### config.mk
export PLATFORM = sky130hd
export DESIGN_NAME = exec_unit
export DESIGN_NICKNAME = d
export VERILOG_FILES = /design/src/rtl/exec_unit.sv
export SDC_FILE = /design/constraint.sdc
export NUM_CORES = 1
export LEC_CHECK = 0
export BUFFER_PORTS_ARGS = -buffer_cell sky130_fd_sc_hd__buf_4
export CAP_MARGIN = 5
export CORE_ASPECT_RATIO = 0.5
export CORE_MARGIN = 2
export CORE_UTILIZATION = 64
export CTS_CLUSTER_SIZE = 10
export DETAILED_ROUTE_END_ITERATION = 8
export MAX_ROUTING_LAYER = met4
export PLACE_DENSITY = 0.87
export SETUP_SLACK_MARGIN = 0.2
export SLEW_MARGIN = 20
export SYNTH_ARGS = -nofsm -noshare
export SYNTH_HDL_FRONTEND = slang
export SYNTH_SLANG_ARGS = --single-unit
### constraint.sdc
create_clock -name clk -period 8.4 [get_ports clk]
set_clock_uncertainty 0.1 [all_clocks]
set_input_delay 1.26 -clock clk [delete_from_list [all_inputs] [get_ports clk]]
set_output_delay 1.26 -clock clk [all_outputs]
set_load 0.02 [all_outputs]
### src/rtl/exec_unit.sv
// exec_unit -- execute stage: register file, 8-op ALU and an optional
// shift-add multiplier, fed by a valid/ready instruction handshake.
//
// Build option:
//   EXEC_MUL_EN  when defined, op 111 is an unsigned multiply that runs for
//                DATA_W cycles; when undefined, op 111 is accepted as a NOP.
//
// Ports:
//   clk, reset           clock and synchronous active-high reset
//   in_valid / in_ready  instruction handshake (accept when both high)
//   op_code              operation select
//   src_addr1/src_addr2  operand A / operand B register addresses
//   dest_addr            destination register address
//   imm                  immediate used by LOADI
//   result               last written-back value
//   result_valid         one-cycle pulse after each write-back
//   flag_zero            last written-back value was zero
//   flag_carry           carry / borrow / shifted-out bit / product overflow
//   dbg_addr, dbg_data   combinational debug read of the register file

module exec_unit #(
  parameter int DATA_W  = 8,
  parameter int REG_CNT = 4,
  localparam int ADDR_W = $clog2(REG_CNT)
) (
  input  logic              clk,
  input  logic              reset,
  input  logic              in_valid,
  output logic              in_ready,
  input  logic [2:0]        op_code,
  input  logic [ADDR_W-1:0] src_addr1,
  input  logic [ADDR_W-1:0] src_addr2,
  input  logic [ADDR_W-1:0] dest_addr,
  input  logic [DATA_W-1:0] imm,
  output logic [DATA_W-1:0] result,
  output logic              result_valid,
  output logic              flag_zero,
  output logic              flag_carry,
  input  logic [ADDR_W-1:0] dbg_addr,
  output logic [DATA_W-1:0] dbg_data
);

  localparam logic [2:0] OP_ADD   = 3'b000;
  localparam logic [2:0] OP_SUB   = 3'b001;
  localparam logic [2:0] OP_AND   = 3'b010;
  localparam logic [2:0] OP_OR    = 3'b011;
  localparam logic [2:0] OP_XOR   = 3'b100;
  localparam logic [2:0] OP_SHL   = 3'b101;
  localparam logic [2:0] OP_LOADI = 3'b110;
  localparam logic [2:0] OP_MUL   = 3'b111;

  logic [DATA_W-1:0] reg_file [REG_CNT];

  logic [DATA_W-1:0] opa;
  logic [DATA_W-1:0] opb;
  logic              accept;

  logic [DATA_W:0]   sum;
  logic [DATA_W:0]   diff;
  logic [DATA_W-1:0] alu_res;
  logic              alu_carry;

  logic              wb_en;
  logic [ADDR_W-1:0] wb_addr;
  logic [DATA_W-1:0] wb_data;
  logic              wb_carry;

  assign opa      = reg_file[src_addr1];
  assign opb      = reg_file[src_addr2];
  assign dbg_data = reg_file[dbg_addr];
  assign accept   = in_valid && in_ready;

  // Single-cycle ALU. The extra top bit of sum/diff is the carry/borrow.
  always_comb begin
    alu_res   = '0;
    alu_carry = 1'b0;
    sum       = {1'b0, opa} + {1'b0, opb};
    diff      = {1'b0, opa} - {1'b0, opb};
    case (op_code)
      OP_ADD:   begin alu_res = sum[DATA_W-1:0];  alu_carry = sum[DATA_W];  end
      OP_SUB:   begin alu_res = diff[DATA_W-1:0]; alu_carry = diff[DATA_W]; end
      OP_AND:   alu_res = opa & opb;
      OP_OR:    alu_res = opa | opb;
      OP_XOR:   alu_res = opa ^ opb;
      OP_SHL:   begin alu_res = {opa[DATA_W-2:0], 1'b0}; alu_carry = opa[DATA_W-1]; end
      OP_LOADI: alu_res = imm;
      default:  alu_res = '0;
    endcase
  end

`ifdef EXEC_MUL_EN
  typedef enum logic {IDLE, MUL} state_t;

  localparam int CNT_W = $clog2(DATA_W + 1);

  state_t              state;
  state_t              next_state;
  logic [2*DATA_W-1:0] mcand;
  logic [2*DATA_W-1:0] acc;
  logic [DATA_W-1:0]   mplier;
  logic [CNT_W-1:0]    iter;
  logic [ADDR_W-1:0]   mul_dest;
  logic                mul_last;
  logic [2*DATA_W-1:0] mul_sum;

  assign in_ready = (state == IDLE);
  assign mul_last = (state == MUL) && (iter == CNT_W'(DATA_W - 1));
  // Partial sum including this edge's iteration; on the last iteration this
  // is the full product, so write-back can use it directly.
  assign mul_sum  = acc + (mplier[0] ? mcand : '0);

  always_ff @(posedge clk) begin
    if (reset) state <= IDLE;
    else       state <= next_state;
  end

  always_comb begin
    next_state = state;
    case (state)
      IDLE:    if (accept && op_code == OP_MUL) next_state = MUL;
      MUL:     if (mul_last) next_state = IDLE;
      default: next_state = IDLE;
    endcase
  end

  // Shift-add datapath: operands and destination are captured at accept so
  // the register file is free to change underneath the multiply.
  always_ff @(posedge clk) begin
    if (reset) begin
      mcand    <= '0;
      acc      <= '0;
      mplier   <= '0;
      iter     <= '0;
      mul_dest <= '0;
    end else if (accept && op_code == OP_MUL) begin
      mcand    <= {{DATA_W{1'b0}}, opa};
      mplier   <= opb;
      acc      <= '0;
      iter     <= '0;
      mul_dest <= dest_addr;
    end else if (state == MUL) begin
      acc    <= mul_sum;
      mcand  <= mcand << 1;
      mplier <= mplier >> 1;
      iter   <= iter + CNT_W'(1);
    end
  end
`else
  assign in_ready = 1'b1;
`endif

  // Write-back source select. Op 111 never writes back at accept; with the
  // multiplier built it writes back on its last iteration instead.
  always_comb begin
    wb_en    = accept && (op_code != OP_MUL);
    wb_addr  = dest_addr;
    wb_data  = alu_res;
    wb_carry = alu_carry;
`ifdef EXEC_MUL_EN
    if (mul_last) begin
      wb_en    = 1'b1;
      wb_addr  = mul_dest;
      wb_data  = mul_sum[DATA_W-1:0];
      wb_carry = |mul_sum[2*DATA_W-1:DATA_W];
    end
`endif
  end

  always_ff @(posedge clk) begin
    if (reset) begin
      for (int i = 0; i < REG_CNT; i++) reg_file[i] <= '0;
      result       <= '0;
      result_valid <= 1'b0;
      flag_zero    <= 1'b0;
      flag_carry   <= 1'b0;
    end else begin
      result_valid <= wb_en;
      if (wb_en) begin
        reg_file[wb_addr] <= wb_data;
        result            <= wb_data;
        flag_zero         <= (wb_data == '0);
        flag_carry        <= wb_carry;
      end
    end
  end

endmodule

# Word-level counts from Yosys, hierarchy flattened
# Memory sizes are Yosys's and may differ from the RTL's.
# Cells that the tools add are included.
[totals]
ram_bits = 32
mem_count = 1
ff_bits = 11
out_inout_bits = 20
[memory_table]
columns = ["memory", "depth", "word_bits", "read_ports", "rd_ports_with_merged_regs", "wr", "line", "text"]
rows = [
  ["reg_file", 4, 8, 3, 0, 4, "52", "logic [DATA_W-1:0] reg_file [REG_CNT];"],
]
[classes]
addsub = 2
n_reduce_logical = 4
mux = 10
n_eq_ne = 7
n_bitwise = 3
[ops]
columns = ["operator", "n"]
rows = [
  ["case mux 8 bit (7 select lines)", 1],
  ["adder 8 x 8 -> 9 bit", 1],
  ["equality test 3 bit, second input constant", 3],
  ["subtractor 8 x 8 -> 9 bit", 1],
  ["bitwise AND 8 bit", 1],
  ["logical NOT 8 bit", 1],
  ["two-way mux 8 bit", 1],
  ["OR 8 bit", 1],
  ["OR reduction 8 bit", 1],
  ["bitwise XOR 8 bit", 1],
  ["equality test 3 x 2 -> 1 bit, second input constant", 2],
  ["two-way mux 1 bit", 6],
  ["equality test 3 x 1 -> 1 bit, second input constant", 1],
  ["logical NOT 3 bit", 1],
  ["inequality test 3 bit, second input constant", 1],
  ["case mux 1 bit (3 select lines)", 1],
  ["two-way mux 2 bit", 1],
  ["logical AND 1 bit", 1],
]

# Depth between registers and ports, before layout
# Gate-level depths: netlist of run 1.
[depth]
depth_word = 7
mapped_depth = 14

# Worst setup path before layout of run 1
# OpenSTA, ideal clock, no wires.
[synth_timing]
path_kind = "input to register"
startpoint = "in src_addr2[0]"
endpoint = "reg flag_zero"
setup_ps = 117
setup_slack_ps = 3961
required_time_ps = 8183
t_arrival_ps = 4222
cell_stages = 11
path_cell_list = "clkbuf_1 -> mux4_2 -> inv_1 -> ha_1 -> o21bai_1 -> a21oi_1 -> or4_1 -> a211o_1 -> o211a_1 -> and4_1 -> a32o_2"
[synth_via]
elab_chain_len = 4
word_cells_on_any_way = 8
classes_between = "2 x add/sub; 1 x mux; 3 x bitwise; 1 x reduce/logical; 1 x memory"
[synth_lines]
columns = ["element", "line", "text"]
rows = [
  ["from (decl)", "32", "input logic [ADDR_W-1:0] src_addr2,"],
  ["memory read (4 x 8 bit) *", "-", ""],
  ["subtractor 8 x 8 -> 9 bit (tied with other cells)", "78", "diff = {1'b0, opa} - {1'b0, opb};"],
  ["case mux 8 bit (7 select lines) *", "79", "case (op_code)"],
  ["logical NOT 8 bit *", "181", "flag_zero <= (wb_data == '0);"],
  ["to (signal assigned)", "181", ""],
  ["to (decl)", "37", "output logic flag_zero,"],
]
# Mark *: on every way between the ends. The rest lies on a longest branch, timed or not.
# A chain may end at the register's enable or synchronous reset.

==> flow_summary_export.csv, run 1 <==
group,metric,value,unit
route,dr.first_iter.drc_count,355,
sta,rsz0062_at_grt,"false",
placement,io_buffers,40,
worst_setup_path,endpoint_kind,"flop",
global_routing,grt_start_max_net_pins,32,
logic_synthesis,postSynthAreaPerCell,9.94,um2
clock_network,h-tree-depth,2,
worst_setup_path,cp.required,8.32,ns
route,wl_per_cell,19.6,um
floorplan,die_h,56.3,um
min_path,worstHoldStart,"flag_carry",
power_and_ir_drop,pwr-share-seq,0.419,
worst_setup_path,endpoint,"reg_file[2][6]",
clock_network,path_clk_slew,0.07,ns
clock_network,cts_inserted_buffers,5,
power_and_ir_drop,vdd_drop_max,0.000185,V
route,vias_per_cell,6.62,
worst_setup_path,cp_cell_sequence,"buf_4 -> mux4_1 -> inv_1 -> ha_1 -> inv_1 -> fa_1 -> nor3b_1 -> nor3_1 -> o31ai_1 -> a211oi_1 -> a41oi_1 -> nor2_1 -> nor2_1",
worst_setup_path,cp_num_cells,13,
route,drtAntennaViolNets,0,
worst_setup_path,crit_family,"simple AND/OR/NAND/NOR gates",
clock_network,clock_sinks,43,
floorplan,rows,18,
route,drt_wl_total,8.75,mm
clock_network,clockRootBuffer,"clkbuf_8",
sta,tightestPinTransition,0.983,ns
logic_synthesis,yosysWarnings,0,
min_path,hp-class,"reg2reg",
sta,period_needed,4.60,ns
logic_synthesis,synth_top_area_cell,"edfxtp_1",
logic_synthesis,ys_seq_area_frac,0.338,
worst_setup_path,reg2regPathDepth,12,
power_and_ir_drop,leakagePower,1.59,nW
global_routing,antenna_found_initial,0,
worst_setup_path,arrival,4.52,ns
cells_and_area,fin_nets,425,
sta,slew_viol_final,0,
sta,hold_viol,0,
route,drt_first_pass_iters,5,
logic_synthesis,synth_edf_count,32,
power_and_ir_drop,p_total,0.000608,W
global_routing,track_usage,0.309,
power_and_ir_drop,pwr-share-clk,0.201,
clock_network,cts_tree,"done",
logic_synthesis,synthArstFlopShare,0,
placement,place_congestion,0.954,
worst_setup_path,r2r_setup_slack,4.59,ns
min_path,whs_path_depth,1,
clock_network,cts_resized,0,
flow_run,drv_cap,0,
worst_setup_path,crit_start,"src_addr1[0]",
worst_setup_path,cp-start-kind,"input pin",
sta,tns,0,ns
power_and_ir_drop,p_sw_frac,0.353,
floorplan,start_util,0.688,
logic_synthesis,synth_nets,401,
clock_network,cts-hold-fix-buffers,0,
worst_setup_path,worst_r2r_endpoint,"reg_file[2][6]",
worst_setup_path,worst-path-buf-inv,3,
floorplan,coreArea,0.00509,mm2
worst_setup_path,cp_slowest_cell,"mux4_1",
sta,setup_viol,0,
power_and_ir_drop,p_int,0.000393,W
logic_synthesis,yosysUniqueCellTypes,58,
power_and_ir_drop,p_switching,0.000215,W
logic_synthesis,syn-instance-count,352,
logic_synthesis,ys_top_cells_by_area,"edfxtp_1, mux4_2, ha_1",
placement,dp_hpwl,6.52,mm
worst_setup_path,crit_type,"in2reg",
worst_setup_path,reg2reg_from,"reg_file[2][0]",
cells_and_area,drive_gt1_frac,0.191,
power_and_ir_drop,pwr_density_cell,158,mW/mm2
floorplan,die_area,0.00611,mm2
sta,fin_crit_sh,0.547,
logic_synthesis,synthesis.area,0.00350,mm2
logic_synthesis,ys.flop_type,"edfxtp_1",
route,vias,2960,
floorplan,fp.dieW,109,um
global_routing,gr-total-overflow,0,
route,route.detailed.drc,0,
sta,slew_headroom,0.340,
worst_setup_path,path_max_fanout,8,
worst_setup_path,critical-path-max-stage-delay,0.63,ns
logic_synthesis,ys_seq_elements,43,
clock_network,insertion_delay,0.29,ns
power_and_ir_drop,p_comb_frac,0.380,
global_routing,grt_pass1_vias,2705,
clock_network,clockBufferDepth,2,
floorplan,num_io_pins,42,
sta,fmax,218,MHz
logic_synthesis,yosysTopAreaCellShare,0.275,
cells_and_area,area_growth,10.2,%
cells_and_area,num_antenna_cells,0,
outcome,outcome,"finished, final reports clean",
clock_network,postCtsSetupBuffers,0,
global_routing,grt_pass1_wl,14.0,mm
==> through the flow <==
step                cells  area, um2  setup WS (ns)  hold WS [ns]  utilization
floorplan             352       3500           3.96         0.470            -
global placement      439       3770           3.86         0.375        0.741
detailed placement    439       3770           3.60         0.371        0.741
CTS                   447       3860           3.89         0.401        0.758
global route          447       3860           3.60         0.422        0.758
finish                447       3860           3.80         0.395        0.758
==> sequential cells by signal (all words and copies together), names as in the netlist <==
signal and count:
result 8, flag_zero 1, result_valid 1, reg_file 32, flag_carry 1
==> cell usage after synthesis (3+ instances only) <==
library cell,count
o22ai_1,3
a211oi_1,6
nand2b_1,8
mux4_2,19
buf_2,7
a22oi_1,5
buf_1,3
mux4_1,6
edfxtp_1,32
inv_1,30
nor2b_1,4
o21bai_1,3
nor2_1,62
nor3_1,9
o21ai_0,11
a21oi_1,21
clkbuf_1,10
a32oi_1,3
nand2_1,16
mux2i_1,3
nand3_1,5
ha_1,25
dfxtp_1,11
==> per-layer routing <==
metal	vias to the layer above	global-route usage	wire [um]
li1	1346	-	-
met1	1389	0.443	3540
met2	206	0.465	3990
met3	19	0.0557	1100
met4	0	0.0678	117
met5	-	-	0
==> cells by family after synthesis <==
group,share of synthesized area
buffers and inverters,0.0647
DFF,0.338
AOI/OAI and AO/OA,0.155
and+or+nand+nor,0.154
other,0.00107
xor gates and xnor gates,0.00751
muxes,0.179
adders and majority gates,0.101
==> power by group through the flow <==
stage                     sequential (W)  clock, W  combinational (W)
after CTS                       0.000254  0.000123           0.000226
after global routing            0.000256  0.000131           0.000250
after global placement          0.000256         0           0.000217
after detailed placement        0.000258         0           0.000225
final                           0.000255  0.000122           0.000231
after floorplan                 0.000259         0           0.000160
==> final cells by class <==
cell class | instances | area, um2
fill | 360 | 1230
clock buffer | 6 | 72.6
clock inverter | 2 | 11.3
sequential | 43 | 1180
timing repair buffer | 40 | 300
inverter | 30 | 113
tap | 70 | 87.6
multi-input combinational | 256 | 2090
==> worst min-delay path by stage <==
stage / end / slack, ns
detailed placement: flag_carry / 0.37
floorplan: result[3] / 0.47
CTS: flag_carry / 0.40
finish: flag_carry / 0.40
global placement: result[1] / 0.38
global route: result[4] / 0.42
==> cells in the final DEF (no fill, tap or decap), types with 2 or more instances in the layout <==
cell type | Yosys | final
nor2_1 | 62 | 62
buf_4 | 1 | 40
edfxtp_1 | 32 | 32
inv_1 | 30 | 30
ha_1 | 25 | 25
a21oi_1 | 21 | 21
mux4_2 | 19 | 19
nand2_1 | 16 | 16
o21ai_0 | 11 | 11
dfxtp_1 | 11 | 11
nor3_1 | 9 | 9
nand2b_1 | 8 | 8
mux4_1 | 6 | 6
a211oi_1 | 6 | 6
a22oi_1 | 5 | 5
nand3_1 | 5 | 5
clkbuf_8 | 0 | 5
nor2b_1 | 4 | 4
o22ai_1 | 3 | 3
a32oi_1 | 3 | 3
o21bai_1 | 3 | 3
mux2i_1 | 3 | 3
a31o_2 | 2 | 2
nor4_1 | 2 | 2
a21o_1 | 2 | 2
xnor2_1 | 2 | 2
a31oi_1 | 2 | 2
a211o_1 | 2 | 2
o211a_1 | 2 | 2
o211ai_1 | 2 | 2
or3_1 | 2 | 2
o221ai_1 | 2 | 2
a221o_1 | 2 | 2
a22o_1 | 2 | 2
and4_1 | 2 | 2
fa_1 | 2 | 2
==> worst reg2reg max path, delay by kind of cell, from the launching register on <==
family / cells / cell delay [ns]
AOI/OAI and AO/OA: 3 / 0.50
adders and majority gates: 2 / 0.58
buffers and inverters: 2 / 0.17
DFF: 1 / 0.42
muxes: 1 / 0.57
and+or+nand+nor: 4 / 1.18
(Power assumes the default switching activity.)
==> run 2, diff against run 1 <==
CORE_UTILIZATION = 53   (was 64)
PLACE_DENSITY = 0.77   (was 0.87)
clock period = 3.7 ns   (was 8.4 ns; I/O delays follow)
==> run 2 against run 1 <==
Sequential share of layout area fell by 2.2 points. First-iteration DRC count fell by 2.0%. Die area is 20% higher. Critical path depth is the same. Global-route usage fell by 3.9 points. Hold slack worse by 0.015 ns. Setup slack got worse by 3.5 ns. Cell area increased by 7.7%. Largest power group is now combinational logic.
==> flow_summary_export.csv, run 2 (synthesized netlist as in run 1, its figures left out) <==
group,metric,value,unit
outcome,outcome,"finished, final reports clean",
route,met2WireLength,4.20,mm
route,drtAntennaViolNets,0,
worst_setup_path,path_max_fanout,4,
power_and_ir_drop,leakagePower,1.74,nW
clock_network,cts_tree,"done",
floorplan,num_io_pins,42,
worst_setup_path,r2r_setup_slack,0.26,ns
worst_setup_path,cp-start-kind,"flop",
clock_network,clockRootBuffer,"clkbuf_16",
clock_network,clock_sinks,43,
clock_network,h-tree-depth,2,
route,wl_met3,683,um
cells_and_area,top_register,"reg_file",
cells_and_area,postLayoutCoreUtil,0.666,
floorplan,die_area,0.00731,mm2
clock_network,cts_inserted_buffers,5,
power_and_ir_drop,vdd_drop_max,0.000423,V
floorplan,coreArea,0.00623,mm2
global_routing,grt_start_max_net_pins,32,
placement,io_buffers,40,
route,wl_per_cell,19.0,um
worst_setup_path,cp.required,3.77,ns
sta,hold_viol,0,
sta,fmax,291,MHz
sta,tightestPinTransition,0.698,ns
cells_and_area,largest_register_ffs,32,
route,vias,2987,
sta,fin_crit_sh,0.930,
worst_setup_path,reg2reg_from,"reg_file[3][0]",
route,drt_first_pass_iters,5,
placement,placed_cell_area,0.00396,mm2
worst_setup_path,crit_type,"reg2reg",
route,drt_wl_total,9.25,mm
worst_setup_path,crit_start,"reg_file[3][0]",
sta,slew_viol_final,0,
cells_and_area,layout_commonest_cell,"buf_4",
route,drt-met1-wl,4.29,mm
clock_network,clockBufferDepth,2,
global_routing,grt_pass1_wl,14.5,mm
power_and_ir_drop,p_total,0.00163,W
cells_and_area,num_antenna_cells,0,
cells_and_area,final_area,0.00415,mm2
cells_and_area,fin_nets,448,
min_path,hp-class,"reg2reg",
global_routing,grt_pass1_vias,2802,
power_and_ir_drop,pwr_density_cell,394,mW/mm2
global_routing,antenna_found_initial,0,
placement,dp_hpwl,7.00,mm
sta,period_needed,3.44,ns
global_routing,track_usage,0.270,
cells_and_area,num-fill-cells,482,
route,vias_per_cell,6.12,
route,dr.first_iter.drc_count,348,
min_path,whs_path_depth,1,
clock_network,path_clk_slew,0.06,ns
cells_and_area,area_growth,18.7,%
clock_network,cts-hold-fix-buffers,0,
sta,rsz0062_at_grt,"false",
floorplan,fp.dieW,119,um
floorplan,die_h,61.5,um
min_path,worstHoldStart,"flag_carry",
route,dr.max_layer_used,"met4",
floorplan,start_util,0.562,
route,route.detailed.drc,0,
floorplan,rows,20,
clock_network,insertion_delay,0.29,ns
worst_setup_path,reg2regPathDepth,13,
worst_setup_path,worst_r2r_endpoint,"flag_zero",
worst_setup_path,endpoint_kind,"flop",
cells_and_area,reg_top3,"reg_file x32, result x8",
worst_setup_path,arrival,3.51,ns
cells_and_area,drive_gt1_frac,0.255,
flow_run,drv_cap,0,
placement,place_congestion,0.950,
cells_and_area,mostFrequentLayoutCells,"buf_4, nor2_1, edfxtp_1, inv_1, ha_1",
min_path,min_to,"flag_carry",
sta,slew_headroom,0.531,
sta,setup_viol,0,
global_routing,gr-total-overflow,0,
-- run 2: changes by cell type in the layout (fill, tap and decap cells not counted), moves of 2 or more --
cell	change
nor3_2	+2
nor3_1	-2
clkbuf_16	+6
clkbuf_8	-5
buf_4	+23
-- run 2: per-stage QoR --
stage	instances	worst slack [ns]	hold slack, ns	TNS, ns
after floorplan	352	0.213	0.470	0
after global placement	478	-0.0904	0.365	-0.420
after detailed placement	478	-0.105	0.371	-0.472
after CTS	486	0.201	0.389	0
after global routing	488	0.187	0.419	0
final	488	0.260	0.380	0
-- run 2: repair_timing --
item / 4_1_cts / 5_1_grt
endpoints found under the setup margin: 4 / 16
setup buffers: 0 / 2
resized for setup: 0 / 6
pin swaps: 1 / 3
-- run 2: worst max path at each step --
stage                      to  slack, ns  cells after the start
2_1_floorplan       flag_zero       0.21                     14
3_3_place_gp   reg_file[3][6]      -0.09                     14
3_5_place_dp   reg_file[0][6]      -0.10                     14
4_1_cts        reg_file[0][6]       0.20                     14
5_1_grt             flag_zero       0.19                     14
6_report            flag_zero       0.26                     13
-- run 2: report_power, final --
group | switching (W) | internal (W) | total, W
clock | 0.000170 | 0.000291 | 0.000462
combinational | 0.000337 | 0.000258 | 0.000595
sequential | 0.0000246 | 0.000553 | 0.000578
-- run 2: layer usage --
layer  vias to the layer above  track usage
li1                       1393            -
met1                      1448        0.378
met2                       139        0.415
met3                         7       0.0463
met4                         0       0.0680
met5                         -            -
-- run 2: critical path: stages, from the launching register on --
cell and delay [ns]:
edfxtp_1 0.44, mux4_2 0.51, inv_1 0.10, ha_1 0.17, inv_1 0.06, fa_2 0.37
nor3b_1 0.17, nor3_2 0.29, buf_4 0.19, xor2_2 0.16, o211ai_1 0.09, and3_1 0.22
and4_1 0.20, a32o_2 0.26
-- run 2: final cells by class --
type	count	area, um2	share of cell area
clock buffers	7	154	0.0371
inverters	30	113	0.0271
repair buffers	63	473	0.114
multi-input cells	256	2120	0.509
flip-flops and latches	43	1180	0.284
clock inverters	1	6.26	0.00151
well taps	88	110	0.0265
==> run 3, diff against run 2 <==
CORE_ASPECT_RATIO = 2   (was 0.5)
CORE_MARGIN = unset   (was 2)
==> run 3 against run 2 <==
Cell area fell by 1.6%. Via count fell by 2.8%. Flip-flop and latch count did not move. Non-clock buffer count fell by 3. Combinational power fell by 5.7%. Critical path depth did not move. Register-to-register slack improved by 0.16 ns. Sequential power fell by 0.7%. Setup slack improved by 0.11 ns.
==> flow_summary_export.csv, run 3 (synthesized netlist as in run 1, its figures left out) <==
group,metric,value,unit
outcome,outcome,"finished, final reports clean",
worst_setup_path,arrival,3.40,ns
clock_network,postCtsSetupBuffers,0,
global_routing,grt_pass1_wl,14.6,mm
sta,slew_viol_final,0,
placement,io_buffers,40,
worst_setup_path,cp.required,3.77,ns
flow_run,drv_cap,0,
clock_network,cts_tree,"done",
floorplan,die_area,0.00695,mm2
route,dr.first_iter.drc_count,187,
worst_setup_path,path_max_fanout,6,
floorplan,fp.dieW,59.5,um
sta,fin_ws,0.367,ns
route,drt_first_pass_iters,4,
power_and_ir_drop,p_total,0.00155,W
power_and_ir_drop,p_comb_frac,0.363,
worst_setup_path,endpoint,"flag_zero",
cells_and_area,top_register,"reg_file",
cells_and_area,num-fill-cells,536,
sta,setup_viol,0,
sta,fmax,300,MHz
worst_setup_path,reg2regPathDepth,12,
worst_setup_path,worst_r2r_endpoint,"flag_zero",
route,route.detailed.drc,0,
cells_and_area,largest_register_ffs,32,
route,vias_per_cell,6.01,
cells_and_area,ff_latch_area,0.00118,mm2
worst_setup_path,reg2reg_from,"reg_file[1][0]",
cells_and_area,drive_gt1_frac,0.232,
worst_setup_path,crit_type,"in2reg",
global_routing,grt_start_max_net_pins,32,
sta,tns,0,ns
route,drtAntennaViolNets,0,
power_and_ir_drop,p_sw_frac,0.326,
power_and_ir_drop,pwr_density_cell,378,mW/mm2
cells_and_area,mostFrequentLayoutCells,"nor2_1, buf_4, edfxtp_1, inv_1, ha_1",
power_and_ir_drop,p_int,0.00104,W
route,drt_wl_total,9.12,mm
cells_and_area,area_growth,16.8,%
floorplan,coreArea,0.00636,mm2
placement,dp_hpwl,7.34,mm
clock_network,cts_inserted_buffers,5,
clock_network,clockBufferDepth,2,
power_and_ir_drop,vdd_drop_max,0.000373,V
sta,holdWs,0.388,ns
floorplan,num_io_pins,42,
power_and_ir_drop,pwr-share-seq,0.372,
min_path,hp-class,"reg2reg",
global_routing,grt_pass1_vias,2961,
power_and_ir_drop,p_switching,0.000504,W
cells_and_area,postLayoutCoreUtil,0.642,
sta,period_needed,3.33,ns
worst_setup_path,cp-start-kind,"input pin",
clock_network,clockRootBuffer,"clkbuf_16",
worst_setup_path,r2r_setup_slack,0.42,ns
global_routing,gr-total-overflow,0,
clock_network,insertion_delay,0.28,ns
cells_and_area,multi_input_area,0.00210,mm2
clock_network,path_clk_slew,0.06,ns
worst_setup_path,crit_start,"src_addr1[0]",
cells_and_area,layout_commonest_cell,"nor2_1",
global_routing,track_usage,0.298,
global_routing,antenna_found_initial,0,
power_and_ir_drop,pwr-share-clk,0.266,
floorplan,rows,41,
clock_network,h-tree-depth,2,
sta,hold_viol,0,
power_and_ir_drop,leakagePower,1.71,nW
clock_network,cts-hold-fix-buffers,0,
sta,rsz0062_at_grt,"false",
worst_setup_path,endpoint_kind,"flop",
floorplan,die_h,117,um
placement,dp_slack,0.103,ns
sta,fin_crit_sh,0.901,
floorplan,start_util,0.550,
placement,place_congestion,0.947,
cells_and_area,num_antenna_cells,0,
cells_and_area,reg_top3,"reg_file x32, result x8",
route,wl_per_cell,18.9,um
route,vias,2904,
cells_and_area,fin_nets,445,
clock_network,clock_sinks,43,
clock_network,cts_resized,0,
[run 3: worst min path at each step]
| stage | slack, ns | cells after the start | to | start |
|---|---|---|---|---|
| 4_1_cts | 0.39 | 2 | result[1] | result[1] |
| 3_5_place_dp | 0.38 | 2 | result[1] | result[1] |
| 6_report | 0.39 | 2 | result[1] | result[1] |
| 2_1_floorplan | 0.47 | 2 | result[3] | result[3] |
| 5_1_grt | 0.44 | 1 | flag_carry | flag_carry |
| 3_3_place_gp | 0.37 | 1 | flag_carry | flag_carry |
[run 3: critical path: stages]
cell and delay (ns):
buf_4 0.15, mux4_1 0.61, inv_1 0.11, ha_1 0.16, inv_1 0.06, fa_1 0.39, nor3b_1 0.17, nor3_2 0.30
xor2_1 0.20, o211ai_1 0.09, and3_1 0.17, and4_1 0.18, a32o_2 0.26
[run 3: stage by stage]
step           area (um2)  cells
2_1_floorplan        3510    352
3_3_place_gp         3950    475
3_5_place_dp         3950    475
4_1_cts              4090    483
5_1_grt              4090    483
6_report             4090    483
[run 3: area by class of cell]
cell class	instances	share of cell area
repair buffers	60	0.110
multi-input cells	256	0.513
well taps	86	0.0263
clock buffers	6	0.0315
clock inverters	2	0.00214
flip-flops and latches	43	0.289
inverters	30	0.0276
[run 3: power groups by stage]
stage               Clock, W  Combinational, W  Sequential (W)
floorplan                  0          0.000365        0.000587
global placement           0          0.000541        0.000579
detailed placement         0          0.000552        0.000583
CTS                 0.000415          0.000555        0.000574
global route        0.000436          0.000608        0.000577
finish              0.000411          0.000561        0.000574
[run 3: routing by layer]
metal / routed length, um / up-vias / global-route usage / part of all wire
met5: 0 / - / - / 0
met4: 432 / 0 / 0.176 / 0.047
met3: 310 / 27 / 0.0286 / 0.034
met2: 5170 / 85 / 0.528 / 0.57
met1: 3210 / 1410 / 0.308 / 0.35
li1: - / 1382 / - / -
